==> config.mk <==
export PLATFORM = sky130hd
export DESIGN_NAME = ctech_lib_latch_fifo
export DESIGN_NICKNAME = d
export VERILOG_FILES = /design/src/rtl/ctech_lib_latch_fifo.sv
export SDC_FILE = /design/constraint.sdc
export NUM_CORES = 1
export LEC_CHECK = 0
export CAP_MARGIN = 20
export CORE_MARGIN = 4
export CORE_UTILIZATION = 46
export CTS_CLUSTER_DIAMETER = 60
export CTS_CLUSTER_SIZE = 25
export DETAILED_ROUTE_END_ITERATION = 10
export PLACE_DENSITY = 0.81
export SYNTH_ARGS = -nofsm -noshare
export SYNTH_HDL_FRONTEND = slang
export SYNTH_SLANG_ARGS = --single-unit
export TNS_END_PERCENT = 20
==> constraint.sdc <==
create_clock -name clk -period 1.84 [get_ports clk]
set_input_delay 0.276 -clock clk [delete_from_list [all_inputs] [get_ports clk]]
set_output_delay 0.276 -clock clk [all_outputs]
set_load 0.1 [all_outputs]
==> src/rtl/ctech_lib_latch_fifo.sv <==
// Small synchronous FIFO with a latch-based storage array written through a staging register.
// Define CTECH_LIB_LATCH_FIFO_FLOP_EN to build the array from rising-edge flops instead.

`ifndef CTECH_LIB_LATCH_FIFO_FLOP_EN
module ctech_lib_latch_p (
  input  logic clkb,
  input  logic d,
  output logic q
);

  // Transparent while clkb is low, holds while high
  always_latch begin
    if (!clkb) begin
      q <= d;
    end
  end

endmodule
`endif

module ctech_lib_latch_fifo #(
  parameter int WIDTH = 8,
  parameter int DEPTH = 4
) (
  input  logic                     clk,
  input  logic                     rst,
  input  logic                     push,
  input  logic [WIDTH-1:0]         din,
  output logic                     full,
  input  logic                     pop,
  output logic [WIDTH-1:0]         dout,
  output logic                     empty,
  output logic [$clog2(DEPTH):0]   count
);

  localparam int PW = $clog2(DEPTH);
  localparam int CW = PW + 1;

  logic [PW-1:0]    wr_ptr_r;
  logic [PW-1:0]    rd_ptr_r;
  logic [CW-1:0]    occ_r;
  logic [CW-1:0]    count_r;
  logic [WIDTH-1:0] stg_r;
  logic [DEPTH-1:0] we_r;
  logic             full_r;
  logic             empty_r;

  logic             push_acc_s;
  logic             pop_acc_s;
  logic             commit_s;
  logic [CW-1:0]    occ_next_s;
  logic [CW-1:0]    count_next_s;
  logic [DEPTH-1:0] we_next_s;
  logic [DEPTH-1:0] onehot_base_s;
  logic [WIDTH-1:0] mem_s [DEPTH];

  // Acceptance decisions and next occupancy/readable counts
  always_comb begin
    onehot_base_s = {{(DEPTH-1){1'b0}}, 1'b1};
    push_acc_s    = push && !full_r;
    pop_acc_s     = pop && !empty_r;
    commit_s      = |we_r;
    occ_next_s    = occ_r + CW'(push_acc_s) - CW'(pop_acc_s);
    count_next_s  = count_r + CW'(commit_s) - CW'(pop_acc_s);
    if (push_acc_s) begin
      we_next_s = onehot_base_s << wr_ptr_r;
    end else begin
      we_next_s = {DEPTH{1'b0}};
    end
  end

  // Pointer, counter, staging and strobe state; flags are registered from next-state values
  always_ff @(posedge clk) begin
    if (rst) begin
      wr_ptr_r <= {PW{1'b0}};
      rd_ptr_r <= {PW{1'b0}};
      occ_r    <= {CW{1'b0}};
      count_r  <= {CW{1'b0}};
      stg_r    <= {WIDTH{1'b0}};
      we_r     <= {DEPTH{1'b0}};
      full_r   <= 1'b0;
      empty_r  <= 1'b1;
    end else begin
      if (push_acc_s) begin
        stg_r    <= din;
        wr_ptr_r <= wr_ptr_r + PW'(1);
      end
      if (pop_acc_s) begin
        rd_ptr_r <= rd_ptr_r + PW'(1);
      end
      we_r    <= we_next_s;
      occ_r   <= occ_next_s;
      count_r <= count_next_s;
      full_r  <= (occ_next_s == CW'(DEPTH));
      empty_r <= (count_next_s == {CW{1'b0}});
    end
  end

  genvar gi;
  generate
    for (gi = 0; gi < DEPTH; gi++) begin : g_entry
`ifdef CTECH_LIB_LATCH_FIFO_FLOP_EN
      // Flop entry loads on the edge that ends the strobe cycle, matching the latch close point
      always_ff @(posedge clk) begin
        if (we_r[gi]) begin
          mem_s[gi] <= stg_r;
        end
      end
`else
      logic clkb_s;
      // Opens only in the low phase of the cycle in which this entry's strobe is set
      assign clkb_s = clk | ~we_r[gi];
      genvar gb;
      for (gb = 0; gb < WIDTH; gb++) begin : g_bit
        ctech_lib_latch_p u_latch (
          .clkb (clkb_s),
          .d    (stg_r[gb]),
          .q    (mem_s[gi][gb])
        );
      end
`endif
    end
  endgenerate

  assign full  = full_r;
  assign empty = empty_r;
  assign count = count_r;
  assign dout  = empty_r ? {WIDTH{1'b0}} : mem_s[rd_ptr_r];

endmodule

==> Word level (Yosys, flattened, before mapping) <==
Cells that the tools add are included.
{ "totals": {"ramBits": 0, "latch_bits": 32, "memories": 0, "reg_bits": 24, "romBits": 0} }
{ "op_classes": {"multipliers": 0, "eq_ne": 1, "shift": 1, "n_mux": 36, "add_sub_neg": 6, "magnitude_cmp": 1, "reduce_logical": 7, "n_div": 0, "n_bitwise": 10} }
{ "op_table": {"columns": ["op", "n"], "rows": [
  ["two-way mux 1 bit", 32],
  ["two-way mux 8 bit", 3],
  ["binary-select mux 8 bit (select 2 bit)", 1],
  ["adder 3 x 1 -> 3 bit", 2],
  ["subtractor 3 x 1 -> 3 bit", 2],
  ["NOT 1 bit", 5],
  ["adder 2 x 1 -> 2 bit (second input constant)", 2],
  ["OR 1 bit", 4],
  ["OR reduction 4 bit", 1],
  ["left shift 1 x 2 -> 4 bit (first input constant)", 1],
  ["equality test 3 bit (second input constant)", 1],
  ["greater-or-equal comparator 3 bit (second input constant)", 1],
  ["logical NOT 3 bit", 1],
  ["NOT 2 -> 3 bit", 1],
  ["logical AND 1 bit", 2],
  ["logical NOT 1 bit", 2],
  ["OR reduction 2 bit", 1]
]} }

==> Longest topological paths before layout <==
{ "logic_depth": {"depth_word": 5, "ltp_mapped": 10, "depth_no_buf": 9} }

==> Cells and area by module <==
From an unflattened synthesis, not the netlist that was laid out.
{ "hier_totals": {"cells_unflattened": 146, "hier_area_um2": 1662.8} }
{ "modules_own_cells": {"columns": ["module", "area_each_um2", "cells_per_inst", "instances"], "rows": [
  ["ctech_lib_latch_fifo", 1182.4, 114, 1],
  ["ctech_lib_latch_p", 15.0, 1, 32]
]} }

==> tab_implementation.tex <==
\begin{tabular}{lr}
\hline
Metric & Value \\
\hline
\multicolumn{2}{l}{\textbf{Global routing}} \\
Via count of the first global-routing pass & $\sim$1300 \\
Wire length of the first global-routing pass & roughly 5900 um \\
Largest net degree at the start of global routing & 24 \\
Overall routing resource usage & 18.9\% \\
Number of antenna violations at the first check in global routing & 0 \\
Total overflow reported by the global router & 0 \\
\multicolumn{2}{l}{\textbf{Die}} \\
Core region area & roughly 3400 um\^{}2 \\
Initial Utilization & 48.7\% \\
Number of rows in the core area & 21 \\
Height of the chip & 68.1 um \\
Die X-Extent & 68.1 um \\
I/O pin count & 25 \\
Total Die Area & 4640 um\^{}2 \\
\multicolumn{2}{l}{\textbf{Synth}} \\
Top cells by area in the synthesized netlist & sky130\_fd\_sc\_hd\_\_dlxtn\_1 (29\%), sky130\_fd\_sc\_hd\_\_dfxtp\_1 (29\%), sky130\_fd\_sc\_hd\_\_mux4\_2 (11\%), sky130\_fd\_sc\_hd\_\_nor2b\_1 (4.9\%), sky130\_fd\_sc\_hd\_\_nand2\_1 (3.6\%) \\
Yosys synthesis warning count & 0 \\
Share of synthesized registers carrying an async set or reset & 0\% \\
Syn\_area\_per\_cell & around 11 um\^{}2 \\
Post-Syn Area & 1660 um\^{}2 \\
Primary flip-flop cell chosen by synthesis mapping & sky130\_fd\_sc\_hd\_\_dlxtn\_1 \\
Number of distinct library cells after synthesis & 22 \\
Largest area contributor in the synthesized netlist & sky130\_fd\_sc\_hd\_\_dlxtn\_1 \\
Total nets after synthesis & about 160 \\
Register bit total from synthesis & 56 \\
Area fraction of the dominant cell type after synthesis & 28.9\% \\
Number of enable flip-flop cells after synthesis & 0 \\
Number of instances in the synthesized netlist & around 150 \\
\multicolumn{2}{l}{\textbf{Drt}} \\
Vias per cell & 5.04 \\
Number of iterations in the first detailed-routing pass & 4 \\
Via total after detailed routing & 1205 \\
Initial drt markers & 34 \\
Antenna viol nets, final & 0 \\
Wire length per cell after detailed routing & between 10 and 15 um \\
Number of design rule violations left after detail routing & 0 \\
Total detailed-routing wirelength & 3510 um \\
\multicolumn{2}{l}{\textbf{Pwr}} \\
Power Density & 1450 nW/um\^{}2 \\
Static leakage & 0.990 nW \\
Maximum VDD drop & $\sim$0.0010 V \\
\multicolumn{2}{l}{\textbf{Placed design}} \\
Placed wire-length estimate after detailed placement & 2370 um \\
Routability Congestion & between 0.7 and 0.8 \\
Number of input and output port buffers inserted & 24 \\
Post-detailed-placement cell area & 2150 um\^{}2 \\
\multicolumn{2}{l}{\textbf{Timing}} \\
Final clock skew & 0.109 ns \\
Setup-failing EPs final & 12 \\
Fin. Hold Viols & 0 \\
Worst relative slew slack & a little over two thirds \\
Worst Setup Slack, final & -1.10 ns \\
Slew of the pin with the lowest slew margin & 0.451 ns \\
RSZ-0062 raised after global routing & yes \\
Final-layout worst hold slack & 0.281 ns \\
Setup tns final & -9.11 ns \\
Slew Limit Fails & 0 \\
\multicolumn{2}{l}{\textbf{Status}} \\
Status & finished with violations \\
Violated checks & setup timing \\
\multicolumn{2}{l}{\textbf{Layout}} \\
Area occupied by multi-input gates & 731 um\^{}2 \\
Total number of nets in the final design & 212 \\
Number of fill cells in the layout & between 200 and 300 \\
Total area of sequential cells & 967 um\^{}2 \\
Final instance area & 2350 um\^{}2 \\
Share of the core filled with cells in the final layout & 68.8\% \\
Relative area change from synthesis to final layout & 41.4\% \\
Share of layout cells above drive strength 1 & 35.2\% \\
Ant. Diodes & 0 \\
\multicolumn{2}{l}{\textbf{Worst setup path}} \\
Arr. time, crit path & 2.67 ns \\
Buf+Inv Stages, Crit Path & 1 \\
Ordered cell list for the critical path & mux4\_2, nor2b\_4, buf\_12 \\
Category of the worst setup path launch point & latch \\
Maximum fanout along the worst path & 1 \\
Required time of the critical path & 1.56 ns \\
Maximum cell stage delay along the critical path & 0.48 ns \\
Family with the most delay on the worst path & multiplexers \\
Master of the slowest instance on the critical path & sky130\_fd\_sc\_hd\_\_mux4\_2 \\
Sort of element at the end of the critical path & primary output \\
Kind of critical path & latch2out \\
\multicolumn{2}{l}{\textbf{Clock tree}} \\
Reg clk slew, reported paths & 0.13 ns \\
Post-CTS repair timing setup buffer count & 0 \\
Clock tree from TritonCTS & built \\
Hold\_buf cts & 0 \\
Source-to-sink clock delay at the later pin of the worst-skew pair & 0.64 ns \\
\multicolumn{2}{l}{\textbf{Run}} \\
Max-cap violation count & 0 \\
\multicolumn{2}{l}{\textbf{Worst hold path}} \\
Class of the most critical hold timing path & in2reg \\
\hline
\end{tabular}
## metal layers
layer  GRT usage [%]  vias to the layer above  wire length (um)
met5               0                        -                 0
met4            12.9                        0                38
met3            8.70                        7               217
met2            31.2                       43              1870
met1            18.7                      578              1380
li1                -                      577                 -
## Yosys cell counts (2+ instances only)
cell type                  instances
sky130_fd_sc_hd__nor2b_1          13
sky130_fd_sc_hd__ha_1              4
sky130_fd_sc_hd__nand3b_1          2
sky130_fd_sc_hd__nand2_1          16
sky130_fd_sc_hd__buf_2             4
sky130_fd_sc_hd__dfxtp_1          24
sky130_fd_sc_hd__nor4b_1           2
sky130_fd_sc_hd__a21oi_1           8
sky130_fd_sc_hd__xor2_1            2
sky130_fd_sc_hd__xnor2_1           4
sky130_fd_sc_hd__nor2_1            7
sky130_fd_sc_hd__inv_1             6
sky130_fd_sc_hd__nor4_1            3
sky130_fd_sc_hd__nand2b_1          4
sky130_fd_sc_hd__mux4_2            8
sky130_fd_sc_hd__dlxtn_1          32
sky130_fd_sc_hd__fa_1              2
## where the power goes
group	switching, W	internal, W	leakage [nW]	total (W)
Combinational	0.00106	0.000734	0.436	0.00180
Clock	0.000247	0.000400	0.107	0.000647
Sequential	0.000148	0.000825	0.447	0.000974
Total	0.00146	0.00196	0.990	0.00342
## placed cells by master, fill, tap and decap left out, drive strengths merged, types with 3 or more instances in the layout
cell | Yosys | layout
a21oi | 8 | 8
buf | 5 | 21
clkbuf | 1 | 20
clkdlybuf4s50 | 0 | 11
dfxtp | 24 | 24
dlxtn | 32 | 32
ha | 4 | 4
inv | 6 | 6
mux4 | 8 | 8
nand2 | 16 | 16
nand2b | 4 | 4
nor2 | 7 | 7
nor2b | 13 | 13
nor4 | 3 | 3
xnor2 | 4 | 4
## registers in the layout, indices dropped and copies added, names as in the netlist
register and flops:
g_entry.g_bit.u_latch.q 32, stg_r 8, we_r 4, count 3, occ_r 3, rd_ptr_r 2
wr_ptr_r 2, empty 1, full 1
## worst paths after layout
kind,depth (start not counted),startpoint,endpoint,slack [ns]
max,3,g_entry[3].g_bit[1].u_latch.q,dout[1],-1.10
min in group gated,0,we_r[3],clock gate,2.48
max reg2reg,9,we_r[1],empty,-0.27
min reg2reg,0,stg_r[4],g_entry[2].g_bit[4].u_latch.q,0.37
max in group gated,0,we_r[0],clock gate,0.24
min,3,din[7],stg_r[7],0.28
## worst min-delay path, delay by kind of cell
family / cells / cell delay (ns)
buffers and inverters: 1 / 0.40
AOI/OAI and AO/OA: 1 / 0.05
and+or+nand+nor: 1 / 0.06
## layout make-up
cell class,instances,area share [%]
flip-flops and latches,56,41.1
multi-input cells,78,31.1
repair buffers,32,16.7
clock buffers,20,6.39
well taps,46,2.45
clock inverters,1,1.28
inverters,6,0.958
## cell families (layout without fill, tap and decap cells)
kind of cell / after synthesis / count (layout) / synth area share [%]
buf+inv: 12 / 59 / 3.46
latches: 32 / 32 / 28.9
compound gates: 8 / 8 / 2.41
mux: 8 / 8 / 10.8
xor+xnor: 7 / 7 / 4.51
flops: 24 / 24 / 28.9
simple gates: 49 / 49 / 15.6
fa+ha+maj: 6 / 6 / 5.42
## timing repair
action	CTS	global route
gates resized for setup	4	3
pin swaps	2	0
setup endpoints to repair	12	13
endpoints found under the hold margin	0	0
cloned	0	0
## through the flow
| stage | power (W) | setup slack, ns | instances |
|---|---|---|---|
| floorplan | 0.00224 | -0.462 | 146 |
| global placement | 0.00270 | -0.556 | 218 |
| detailed placement | 0.00277 | -0.670 | 218 |
| CTS | 0.00341 | -1.10 | 239 |
| global route | 0.00359 | -1.15 | 239 |
| finish | 0.00342 | -1.10 | 239 |
No activity file was read; power rests on OpenSTA's default activity.
